<file path="config.mk">
export PLATFORM = sky130hd
export DESIGN_NAME = rx_crc_checker_param
export DESIGN_NICKNAME = d
export VERILOG_FILES = /design/src/rtl/rx_crc_checker_param_pkg.sv /design/src/rtl/rx_crc_checker_param_crc32_var_bytes.sv /design/src/rtl/rx_crc_checker_param.sv
export SDC_FILE = /design/constraint.sdc
export NUM_CORES = 1
export LEC_CHECK = 0
export ABC_AREA = 0
export BUFFER_PORTS_ARGS = -buffer_cell sky130_fd_sc_hd__buf_4
export CAP_MARGIN = 10
export CORE_MARGIN = 2
export CORE_UTILIZATION = 52
export DETAILED_ROUTE_END_ITERATION = 16
export PLACE_DENSITY = 0.82
export SKIP_CTS_REPAIR_TIMING = 1
export SLEW_MARGIN = 30
export SYNTH_ARGS = -nofsm -noshare
export SYNTH_HDL_FRONTEND = slang
export SYNTH_SLANG_ARGS = --single-unit
</file>
<file path="constraint.sdc">
create_clock -name rxclk -period 11.5 [get_ports rxclk]
set_input_delay 1.15 -clock rxclk [delete_from_list [all_inputs] [get_ports rxclk]]
set_output_delay 1.15 -clock rxclk [all_outputs]
set_load 0.01 [all_outputs]
</file>
<file path="src/rtl/rx_crc_checker_param_pkg.sv">
// Shared CRC-32 constants and the single-byte update used by the receive FCS checker.
package rx_crc_checker_param_pkg;

    localparam logic [31:0] CRC32_POLY    = 32'h04C11DB7;
    localparam logic [31:0] CRC32_INIT    = 32'hFFFFFFFF;
    localparam logic [31:0] CRC32_RESIDUE = 32'hC704DD7B;

    // Advance the CRC register by one byte; the byte enters LSB first (bit-reflected),
    // while the register itself shifts MSB first.
    function automatic logic [31:0] crcByte(input logic [31:0] crcIn, input logic [7:0] dataByte);
        logic [31:0] c;
        c = crcIn;
        for (int i = 0; i < 8; i++) begin
            if (c[31] ^ dataByte[i]) begin
                c = {c[30:0], 1'b0} ^ CRC32_POLY;
            end else begin
                c = {c[30:0], 1'b0};
            end
        end
        return c;
    endfunction

endpackage

</file>
<file path="src/rtl/rx_crc_checker_param_crc32_var_bytes.sv">
// Combinational CRC-32 over the first nbytes lanes of a beat (lane 0 first on the wire).
module crc32_var_bytes
    import rx_crc_checker_param_pkg::*;
#(
    parameter int BYTES = 8,
    parameter int NB_W  = 4
) (
    input  logic [31:0]        crc_in_i,
    input  logic [8*BYTES-1:0] data_i,
    input  logic [NB_W-1:0]    nbytes_i,
    output logic [31:0]        crc_out_o
);

    // Unrolled byte chain; the output takes the tap right after byte nbytes_i.
    always_comb begin
        logic [31:0] chain;
        chain     = crc_in_i;
        crc_out_o = crc_in_i;
        for (int k = 0; k < BYTES; k++) begin
            chain = crcByte(chain, data_i[8*k +: 8]);
            if (nbytes_i == NB_W'(k + 1)) begin
                crc_out_o = chain;
            end
        end
    end

endmodule

</file>
<file path="src/rtl/rx_crc_checker_param.sv">
// Receive-side FCS checker: accumulates CRC-32 per frame, issues one good/bad pulse per frame
// two rxclk edges after the eof beat, and keeps saturating good/bad/abort frame counters.
module rx_crc_checker_param
    import rx_crc_checker_param_pkg::*;
#(
    parameter int          DATA_W  = 64,
    parameter int          CNT_W   = 16,
    parameter logic [31:0] RESIDUE = CRC32_RESIDUE
) (
    input  logic                            rxclk,
    input  logic                            reset_n,
    input  logic                            in_valid,
    input  logic                            in_sof,
    input  logic                            in_eof,
    input  logic [$clog2(DATA_W/8)-1:0]     in_bytes,
    input  logic [DATA_W-1:0]               in_data,
    input  logic                            in_abort,
    input  logic                            stat_clear,
    output logic                            crc_check_valid,
    output logic                            crc_check_invalid,
    output logic [CNT_W-1:0]                good_cnt,
    output logic [CNT_W-1:0]                bad_cnt,
    output logic [CNT_W-1:0]                abort_cnt
);

    localparam int BYTES = DATA_W / 8;
    localparam int NB_W  = $clog2(BYTES) + 1;

    logic             inFrame_q;
    logic [31:0]      crcAcc_q;
    logic [31:0]      crcFin_q;
    logic             doneA_q;
    logic             validB_q;
    logic             invalidB_q;
    logic [CNT_W-1:0] goodCnt_q;
    logic [CNT_W-1:0] badCnt_q;
    logic [CNT_W-1:0] abortCnt_q;

    logic             beatAccept;
    logic             abortEvent;
    logic             finMatch;
    logic [NB_W-1:0]  nbytes;
    logic [31:0]      crcSeed;
    logic [31:0]      crcNext;

    assign beatAccept = in_valid & (in_sof | inFrame_q) & ~in_abort;
    assign abortEvent = in_valid & ((in_abort & (inFrame_q | in_sof)) | (~in_abort & in_sof & inFrame_q));
    assign finMatch   = (crcFin_q == RESIDUE);
    assign crcSeed    = in_sof ? CRC32_INIT : crcAcc_q;

    // Number of lanes contributing to the CRC on this beat; in_bytes==0 means a full beat.
    always_comb begin
        nbytes = NB_W'(BYTES);
        if (in_eof && (in_bytes != '0)) begin
            nbytes = {1'b0, in_bytes};
        end
    end

    crc32_var_bytes #(
        .BYTES (BYTES),
        .NB_W  (NB_W)
    ) u_crc (
        .crc_in_i  (crcSeed),
        .data_i    (in_data),
        .nbytes_i  (nbytes),
        .crc_out_o (crcNext)
    );

    // Frame tracking, running CRC and stage A capture of the final CRC on the eof beat.
    always_ff @(posedge rxclk or negedge reset_n) begin
        if (!reset_n) begin
            inFrame_q <= 1'b0;
            crcAcc_q  <= CRC32_INIT;
            crcFin_q  <= '0;
            doneA_q   <= 1'b0;
        end else begin
            doneA_q <= beatAccept & in_eof;
            if (in_valid && in_abort) begin
                inFrame_q <= 1'b0;
                crcAcc_q  <= CRC32_INIT;
            end else if (beatAccept) begin
                inFrame_q <= ~in_eof;
                if (in_eof) begin
                    crcFin_q <= crcNext;
                    crcAcc_q <= CRC32_INIT;
                end else begin
                    crcAcc_q <= crcNext;
                end
            end
        end
    end

    // Stage B verdict pulses and saturating statistics; clear beats a same-cycle increment.
    always_ff @(posedge rxclk or negedge reset_n) begin
        if (!reset_n) begin
            validB_q   <= 1'b0;
            invalidB_q <= 1'b0;
            goodCnt_q  <= '0;
            badCnt_q   <= '0;
            abortCnt_q <= '0;
        end else begin
            validB_q   <= doneA_q & finMatch;
            invalidB_q <= doneA_q & ~finMatch;
            if (stat_clear) begin
                goodCnt_q  <= '0;
                badCnt_q   <= '0;
                abortCnt_q <= '0;
            end else begin
                if (doneA_q && finMatch && (goodCnt_q != '1)) begin
                    goodCnt_q <= goodCnt_q + 1'b1;
                end
                if (doneA_q && !finMatch && (badCnt_q != '1)) begin
                    badCnt_q <= badCnt_q + 1'b1;
                end
                if (abortEvent && (abortCnt_q != '1)) begin
                    abortCnt_q <= abortCnt_q + 1'b1;
                end
            end
        end
    end

    assign crc_check_valid   = validB_q;
    assign crc_check_invalid = invalidB_q;
    assign good_cnt          = goodCnt_q;
    assign bad_cnt           = badCnt_q;
    assign abort_cnt         = abortCnt_q;

endmodule

</file>
---- Word level (Yosys, flattened, before mapping) ----
Cells that the tools add are included.
storage, ports and cells
  register bits ........................... 116
operators by class
  add/subtract/negate cells ............... 3
  equal/unequal tests ..................... 12
  muxes and demuxes ....................... 85
  bitwise logic cells ..................... 143
  reduce and logical (&&, ||, !) cells .... 14
operator list
  kind                   count
  $mux 27                64
  $not 14->14            64
  $mux 32                12
  $mux 16                6
  $xor 1x1->1            64
  $add 16x1->16 const B  3
  $ne 16x16->1 const B   3
  $eq 32x32->1 const B   1
  $eq 4x3->1 const B     4
  $and 1x1->1            9
  $eq 4x2->1 const B     2
  $reduce_bool 2->1      4
  $logic_and 1x1->1      7
  $eq 4x1->1 const B     1
  $eq 4x4->1 const B     1
  $mux 4                 1
  $not 1->1              4
  $reduce_and 3->1       1
  $reduce_bool 3->1      1
  $mux 1                 2
  $or 1x1->1             2
  $logic_not 1->1        1

---- Logic depth before layout (Yosys ltp) ----
Gate-level depths: netlist of run 1.
  depth after elaboration ................. 133
  mapped depth ............................ 23
  mapped depth without buffers ............ 17

---- Modules after synthesis ----
From an unflattened synthesis of run 1, not the netlist that was laid out.
second synthesis, totals
  cell total of the unflattened synthesis .. 1687
  area total of the unflattened synthesis .. 17384.2 sq um
by module, submodules not included
  module                instances  cells an instance  area each (sq um)
  crc32_var_bytes       1          1197               11933.9
  rx_crc_checker_param  1          490                5450.2

---- Worst setup path after synthesis of run 1 ----
No wires, ideal clock.
  kind .................................... input to register
  start ................................... in in_data[0]
  end ..................................... reg crcFin_q[14]
  arrival time ............................ 7.425 ns
  path slack .............................. 4.011 ns
  stages .................................. 19
  buffers on the path ..................... 2
  cell sequence ........................... buf_4 xor2_2 xnor2_2 xor2_2 xor3_1 xnor3_1 buf_4 xnor3_2 xor3_2 xor3_1 xnor3_2 xnor3_1 xor2_4 xnor2_1 xnor3_2 xnor2_2 xor3_1 a211oi_1 a21o_1
between the ends
  cells in the longest elaborated chain, start to end .. 82
  elaborated cells between the ends (all ways) .. 181
  classes of those cells .................. mux (72); bitwise (109)
ends and longest elaborated chain
  item                                                                line                                        text
  start, declared                                                     rx_crc_checker_param.sv:16                  input logic [DATA_W-1:0] in_data,
  $xor 1x1->1 (*)                                                     rx_crc_checker_param_pkg.sv:14              if (c[31] ^ dataByte[i]) begin
  $mux 27 (*)                                                         rx_crc_checker_param_pkg.sv:14
  $not 14->14 (no source line) / $mux 27 (equally long branches)      --
  $mux 27 / $not 14->14 (equally long branches) (3 in series)         --
  $mux 27                                                             rx_crc_checker_param_pkg.sv:14
  $not 14->14 (no source line) / $mux 27 (equally long branches)      --
  $mux 27 / $not 14->14 (equally long branches) (3 in series)         --
  $mux 27                                                             rx_crc_checker_param_pkg.sv:14
  [... 60 more ...]                                                   --
  $mux 27                                                             rx_crc_checker_param_pkg.sv:14
  $not 14->14 (no source line) / $xor 1x1->1 (equally long branches)  --
  $mux 27                                                             rx_crc_checker_param_pkg.sv:14
  $not 14->14 (no source line) / $xor 1x1->1 (equally long branches)  --
  $mux 27                                                             rx_crc_checker_param_pkg.sv:14
  $not 14->14 (no source line)                                        --
  $mux 27 (3 in series)                                               rx_crc_checker_param_pkg.sv:14
  $mux 32 (*)                                                         rx_crc_checker_param_crc32_var_bytes.sv:21  if (nbytes_i == NB_W'(k + 1)) begin
  end signal, assigned                                                rx_crc_checker_param.sv:84                  crcFin_q <= crcNext;
  end, declared                                                       rx_crc_checker_param.sv:31                  logic [31:0] crcFin_q;
Mark *: on every way between the ends. The rest lies on a longest branch, timed or not.
A chain may end at the register's enable or synchronous reset.

---- Worst setup path in the final report of run 1 ----
  start ................................... in in_sof
  end ..................................... reg crcFin_q[16]
between the ends
  cells in the longest elaborated chain, start to end .. 84
  elaborated cells between the ends (all ways) .. 197
  classes of those cells .................. mux (73); bitwise (123); reduce/logical (1)
ends and longest elaborated chain
  item                                                                line                                        text
  start, declared                                                     rx_crc_checker_param.sv:13                  input logic in_sof,
  $mux 32                                                             rx_crc_checker_param.sv:49                  assign crcSeed = in_sof ? CRC32_INIT : crcAcc_q;
  $xor 1x1->1, or another cell as far along                           rx_crc_checker_param_pkg.sv:14
  $mux 27                                                             rx_crc_checker_param_pkg.sv:14
  $mux 27 / $not 14->14 (equally long branches)                       --
  $mux 27                                                             rx_crc_checker_param_pkg.sv:14
  $mux 27 / $not 14->14 (equally long branches) (2 in series)         --
  $mux 27                                                             rx_crc_checker_param_pkg.sv:14
  $not 14->14 (no source line)                                        --
  [... 66 more ...]                                                   --
  $mux 27 / $not 14->14 (equally long branches)                       --
  $not 14->14 (no source line) / $mux 27 (equally long branches)      --
  $mux 27 (2 in series)                                               rx_crc_checker_param_pkg.sv:14
  $mux 27 / $not 14->14 (equally long branches)                       --
  $mux 27                                                             rx_crc_checker_param_pkg.sv:14
  $not 14->14 (no source line) / $xor 1x1->1 (equally long branches)  --
  $mux 27                                                             rx_crc_checker_param_pkg.sv:14
  $mux 32                                                             rx_crc_checker_param_crc32_var_bytes.sv:21
Several ways; a longest one is shown, not always the timed one.

==> results of run 1 <==
## registers in the layout, summed over array words and instances (netlist names)
| signal | flops |
|---|---|
| crcAcc_q | 32 |
| crcFin_q | 32 |
| abort_cnt | 16 |
| bad_cnt | 16 |
| good_cnt | 16 |
| crc_check_invalid | 1 |
| crc_check_valid | 1 |
| doneA_q | 1 |
| inFrame_q | 1 |
## worst max-delay path, stage by stage
cell      delay (ns)
buf_4           0.56
nor2_1          0.22
xnor2_2         0.39
xor2_1          0.60
xnor3_1         0.62
xor2_1          0.63
xor2_1          0.62
xnor3_1         0.44
xor3_2          0.63
xor2_2          0.36
xnor3_1         0.60
xnor2_1         0.34
xor3_1          0.51
xnor2_1         0.55
xor2_1          0.16
xnor2_1         0.41
o221ai_1        0.19
## area by class of cell
class,count,area share
Clock inverter,9,0.00530
Sequential cell,116,0.150
Clock buffer,23,0.0244
Inverter,12,0.00230
Tap cell,448,0.0286
Multi-Input combinational cell,1526,0.735
Timing Repair Buffer,140,0.0537
## per-stage QoR
step | instances | hold slack [ns]
after global routing | 2274 | 0.507
final | 2274 | 0.469
after CTS | 2274 | 0.469
after global placement | 2242 | 0.452
after floorplan | 1756 | 0.440
after detailed placement | 2242 | 0.457
## how the worst max path moves through the flow
stage                   end  cells after the start
2_1_floorplan  crcFin_q[14]                     19
3_3_place_gp   crcFin_q[11]                     18
3_5_place_dp   crcFin_q[10]                     17
4_1_cts        crcFin_q[10]                     17
5_1_grt        crcFin_q[15]                     17
6_report       crcFin_q[16]                     17
## placed cells by master (no fill, tap or decap), types with 10 or more instances in the layout
cell type,instances
xnor2_1,378
nor2_1,188
xor2_1,161
buf_4,140
xnor3_1,131
nand2_1,94
dfrtp_1,84
a21oi_1,80
a211oi_1,63
o21ai_0,50
xnor2_2,38
dfstp_2,32
nor3_1,30
o211ai_1,29
xor3_1,28
xor2_2,22
nand3_1,21
xnor2_4,18
clkbuf_16,17
xnor3_2,13
mux2i_1,12
and3_1,11
o22a_1,11
o311ai_0,11
and2_1,10
nor2b_1,10
## logic make-up (layout without fill, tap and decap cells)
logic type / after synthesis / count (layout) / share of synthesized area
buffers and inverters: 114 / 184 / 0.0288
flip-flops: 116 / 116 / 0.165
AND/OR/NAND/NOR: 405 / 405 / 0.101
multiplexers: 18 / 18 / 0.0108
XOR/XNOR: 799 / 799 / 0.582
adder cells (fa/ha/maj): 4 / 4 / 0.00267
AO/OA/AOI/OAI: 300 / 300 / 0.110
## metal layers
layer,vias to the layer above,wire (um),share of wire,GRT usage
met1,6740,25200,0.41,0.485
met4,0,2290,0.037,0.120
met3,136,6960,0.11,0.0808
li1,6104,-,-,-
met2,847,27200,0.44,0.528
met5,-,0,0,0
==> key figures, run 1 <==
Run status
  – Status: completed

Logic synthesis
  – Ys async rst share: 1.00
  – Area leader, netlist: xnor2_1
  – Mapped Area: 17800 um2
  – Seq/Total Area, Yosys: 0.165
  – Share of the synthesized area in the top cell type: 0.186
  – Yosys reg bits: 116
  – Post-synth EDFFs: 0
  – Post-Syn Area per Cell: 10.1 um2
  – Synth Instances: 1756
  – Count of different cell masters after synthesis: 69
  – Commonest cells in the netlist: xnor2_1, nor2_1, xor2_1
  – Synth area leaders: xnor2_1, xnor3_1, dfrtp_1, xor2_1, dfstp_2
  – Top-count cell post-synth: xnor2_1
  – Yosys warning total: 0
  – Mapped Nets: 1833
  – Synth Flop Type: dfrtp_1

Global routing
  – Largest net degree at the start of global routing: 72
  – Number of global-route vias before repair: 13735
  – Gr ovfl total: 0
  – Initial antenna violation count: 0
  – Total GRT Usage: 0.347
  – First-pass GRT wire length: 90500 um

Setup path
  – Startpoint Class: input pin
  – Worst-path maximum fanout: 71
  – Worst setup path start: in_sof
  – Worst r2r path cells: 17
  – Worst path arrival time: 9.03 ns
  – Worst Path Required: 11.78 ns
  – RR Startpoint: crcAcc_q[30]
  – RR Endpoint: crcFin_q[16]
  – R2R Setup Slk: 3.28 ns
  – Setup CP Type: in -> reg
  – Worst setup EP type: flop

Placed design
  – Routability cong.: 1.02
  – Area of placed instances: 19000 um2
  – Pre-CTS WS: 2.49 ns
  – Port Buffer Count: 123
  – Detail Placement HPWL: 48900 um

STA
  – RSZ-0062 raised after global routing: no
  – Clock skew: 0.0134 ns
  – Setup_tns: 0 ns
  – Final Cycle Share: 0.761
  – Slew Limit Fails: 0
  – Worst-Margin Slew: 0.950 ns
  – Final setup violation count: 0
  – Max Clock Freq: 114 MHz
  – Min Tclk post-route: 8.75 ns
  – Fin. Hold Viols: 0
  – Worst setup slack after layout: 2.75 ns
  – Rel. slew slack: 0.364

Die
  – Core area: 33600 um2
  – IO Count: 124
  – Die Ht: 189 um
  – Die W: 189 um
  – # rows: 67
  – Initial Util: 0.530
  – Full die area: 35700 um2

Routing
  – Post-DRT Antenna Nets: 0
  – 1st-iter DRT viols: 1977
  – DR WL/cell: 27.1 um
  – WL final: 61600 um
  – Vias/cell: 6.08
  – Post-route DRC: 0
  – Router iterations before antenna repair: 7
  – Via count: 13827

Job
  – Max cap viols: 0

CTS
  – CTS Buffer Depth: 2
  – CTS Buf Count: 17
  – Clock sink total: 116
  – H-Tree Depth: 4
  – Clock Latency Late Sink: 0.42 ns
  – CTS clk-pin slew, worst paths: 0.06 ns
  – Root Driver: clkbuf_16
  – CTS tree: yes

Cells and area
  – Finished layout cell area: 19600 um2
  – Area of the multi-input gates: 14400 um2
  – Fill cells: 2884
  – Ant diodes: 0
  – Fin util: 0.583
  – NumNets Final: 1890
  – Layout cells sized above 1: 0.176
  – Area Overhead vs Synth: 9.97%
  – Sequential cell area: 2940 um2

Hold path
  – Hold endpoint: crcFin_q[22]
  – Hold Crit Start: crcFin_q[22]
  – Worst hold path type: reg -> reg
  – Hold path cells: 2
Power of run 1 is not shown: default switching activity piles up to over one toggle a cycle in this logic, so the estimate is an artifact.
==> inputs of run 2 (changes only) <==
--- a/config.mk
+++ b/config.mk
@@ -11,7 +11,7 @@
 export CORE_MARGIN = 2
 export CORE_UTILIZATION = 52
 export DETAILED_ROUTE_END_ITERATION = 16
-export PLACE_DENSITY = 0.82
+export PLACE_DENSITY = 0.85
 export SKIP_CTS_REPAIR_TIMING = 1
 export SLEW_MARGIN = 30
 export SYNTH_ARGS = -nofsm -noshare
==> constraint.sdc (replaced) <==
create_clock -name rxclk -period 7.8 [get_ports rxclk]
set_input_delay 0.78 -clock rxclk [delete_from_list [all_inputs] [get_ports rxclk]]
set_output_delay 0.78 -clock rxclk [all_outputs]
set_load 0.01 [all_outputs]
==> run 2 against run 1 <==
  * Global-route usage is 0.63 points higher
  * Largest cell class unchanged
  * Register-to-register slack worse by 3.1 ns
  * Flip-flop and latch count stayed put
  * Non-clock buffer count is 115 higher
  * Die area stayed put
==> key figures, run 2 (synthesized netlist as in run 1, its figures left out) <==
Run status
  – Status: completed (unchanged)

Setup path
  – RR Startpoint: crcAcc_q[31] (was crcAcc_q[30])
  – Worst setup EP type: flop (unchanged)
  – RR Endpoint: crcFin_q[5] (was crcFin_q[16])
  – Worst path arrival time: 7.92 ns (was 9.03 ns)
  – Crit-path max cell delay: 0.71 ns (was 0.63 ns)
  – Worst-path maximum fanout: 10 (was 71)
  – CP max stage cell: dfstp_2 (was xor2_1)
  – Worst Path Required: 8.11 ns (was 11.78 ns)
  – Worst r2r path cells: 17 (unchanged)
  – Setup CP Type: reg -> reg (was in -> reg)
  – R2R Setup Slk: 0.19 ns (was 3.28 ns)
  – Crit-path most repeated cell: xnor3_1 (was xor2_1)
  – Startpoint Class: flop (was input pin)
  – Worst-path cell chain: xnor2_1 > mux2_2 > xnor2_2 > xnor2_4 > xnor3_1 > xor2_1 > xnor2_1 > xnor3_2 > xor2_1 > xnor3_1 > xnor3_1 > xnor2_1 > xor3_1 > xnor3_1 > xnor3_1 > nand2_1 > a31oi_1 (was buf_4 > nor2_1 > xnor2_2 > xor2_1 > xnor3_1 > xor2_1 > xor2_1 > xnor3_1 > xor3_2 > xor2_2 > xnor3_1 > xnor2_1 > xor3_1 > xnor2_1 > xor2_1 > xnor2_1 > o221ai_1)

STA
  – Slew Limit Fails: 0 (unchanged)
  – Hold WS: 0.387 ns (was 0.469 ns)
  – Max Clock Freq: 131 MHz
  – Final setup violation count: 0 (unchanged)
  – Final Cycle Share: 0.976
  – Worst-Margin Slew: 1.12 ns (was 0.950 ns)
  – Worst setup slack after layout: 0.190 ns (was 2.75 ns)
  – Rel. slew slack: 0.247 (was 0.364)
  – Setup_tns: 0 ns (unchanged)
  – RSZ-0062 raised after global routing: no (unchanged)
  – Min Tclk post-route: 7.61 ns
  – Fin. Hold Viols: 0 (unchanged)
  – Clock skew: 0.0111 ns (was 0.0134 ns)

Die
  – Initial Util: 0.530 (unchanged)
  – Full die area: 35700 um2 (unchanged)
  – # rows: 67 (unchanged)
  – IO Count: 124 (unchanged)
  – Die Ht: 189 um (unchanged)
  – Die W: 189 um (unchanged)
  – Core area: 33600 um2 (unchanged)

Cells and area
  – Fill cells: 2807 (was 2884)
  – Ant diodes: 0 (unchanged)
  – NumNets Final: 2005 (was 1890)
  – Area Overhead vs Synth: 15.0% (was 9.97%)
  – Finished layout cell area: 20500 um2 (was 19600 um2)
  – Most frequent cells in the layout: xnor2_1, buf_4, nor2_1 (was xnor2_1, nor2_1, xor2_1)
  – Most common cell after layout, fill and taps aside: xnor2_1 (unchanged)
  – Layout cells sized above 1: 0.226 (was 0.176)
  – Largest regs: crcAcc_q (32), crcFin_q (32) (unchanged)

Placed design
  – Pre-CTS WS: 0.0301 ns (was 2.49 ns)
  – Area of placed instances: 19800 um2 (was 19000 um2)
  – Port Buffer Count: 123 (unchanged)
  – Detail Placement HPWL: 50600 um (was 48900 um)
  – Routability cong.: 1.04 (was 1.02)

Routing
  – 1st-iter DRT viols: 2028 (was 1977)
  – DR WL/cell: 26.3 um (was 27.1 um)
  – Vias/cell: 6.08 (about the same)
  – Post-route DRC: 0 (unchanged)
  – Via count: 14520 (was 13827)
  – Post-DRT Antenna Nets: 0 (unchanged)
  – WL final: 62900 um (was 61600 um)
  – Router iterations before antenna repair: 5 (was 7)

CTS
  – CTS tree: yes (unchanged)
  – Root Driver: clkbuf_16 (unchanged)
  – Clock sink total: 116 (unchanged)
  – CTS Buf Count: 17 (unchanged)
  – CTS Buffer Depth: 2 (unchanged)
  – Clock Latency Late Sink: 0.41 ns (was 0.42 ns)
  – CTS clk-pin slew, worst paths: 0.06 ns (about the same)
  – H-Tree Depth: 4 (unchanged)

Global routing
  – Gr ovfl total: 0 (unchanged)
  – Number of global-route vias before repair: 14557 (was 13735)
  – First-pass GRT wire length: 93100 um (was 90500 um)
  – Initial antenna violation count: 4 (was 0)
  – Total GRT Usage: 0.353 (was 0.347)
  – Largest net degree at the start of global routing: 66 (was 72)

Hold path
  – Worst hold path type: in -> async (was reg -> reg)

Job
  – Max cap viols: 0 (unchanged)
## run 2: cell types whose count changed in the layout (fill, tap and decap cells not counted), sizes merged
| cell | delta |
|---|---|
| bufinv | +2 |
| clkbuf | -5 |
| buf | +115 |
| inv | +3 |
## run 2: how the worst max path moves through the flow
stage | start | to | slack, ns | cells after the start
finish | crcAcc_q[31] | crcFin_q[5] | 0.19 | 17
global route | crcAcc_q[31] | crcFin_q[5] | 0.009 | 17
CTS | crcAcc_q[31] | crcFin_q[5] | 0.34 | 17
detailed placement | in_sof | crcFin_q[15] | 0.03 | 17
global placement | in_sof | crcFin_q[5] | 0.09 | 17
floorplan | in_data[0] | crcFin_q[14] | 0.68 | 19
## run 2: layout make-up
type / count / area, um2 / area share
Clock buffer: 18 / 429 / 0.0210
Clock inverter: 14 / 201 / 0.00984
Inverter: 12 / 45.0 / 0.00220
Multi-Input combinational cell: 1526 / 14400 / 0.702
Sequential cell: 116 / 2940 / 0.144
Tap cell: 448 / 561 / 0.0274
Timing Repair Buffer: 255 / 1910 / 0.0935
## run 2: stage by stage
step,instances,util
final,2389,0.609
after global routing,2389,0.609
after CTS,2389,0.609
after detailed placement,2357,0.590
after global placement,2357,0.590
after floorplan,1756,-
## run 2: critical path: cells and delay by family, from the launching register on
kind	cells	cell delay (ns)
muxes	1	0.41
and+or+nand+nor	1	0.07
xor gates and xnor gates	14	6.11
AOI/OAI and AO/OA	1	0.18
DFF	1	0.71
## run 2: layer usage
metal	global-route usage	part of all wire
met5	0	0.00043
met2	0.530	0.44
met4	0.112	0.036
met3	0.0873	0.12
met1	0.501	0.41
Power of run 2 is left out for the same reason.
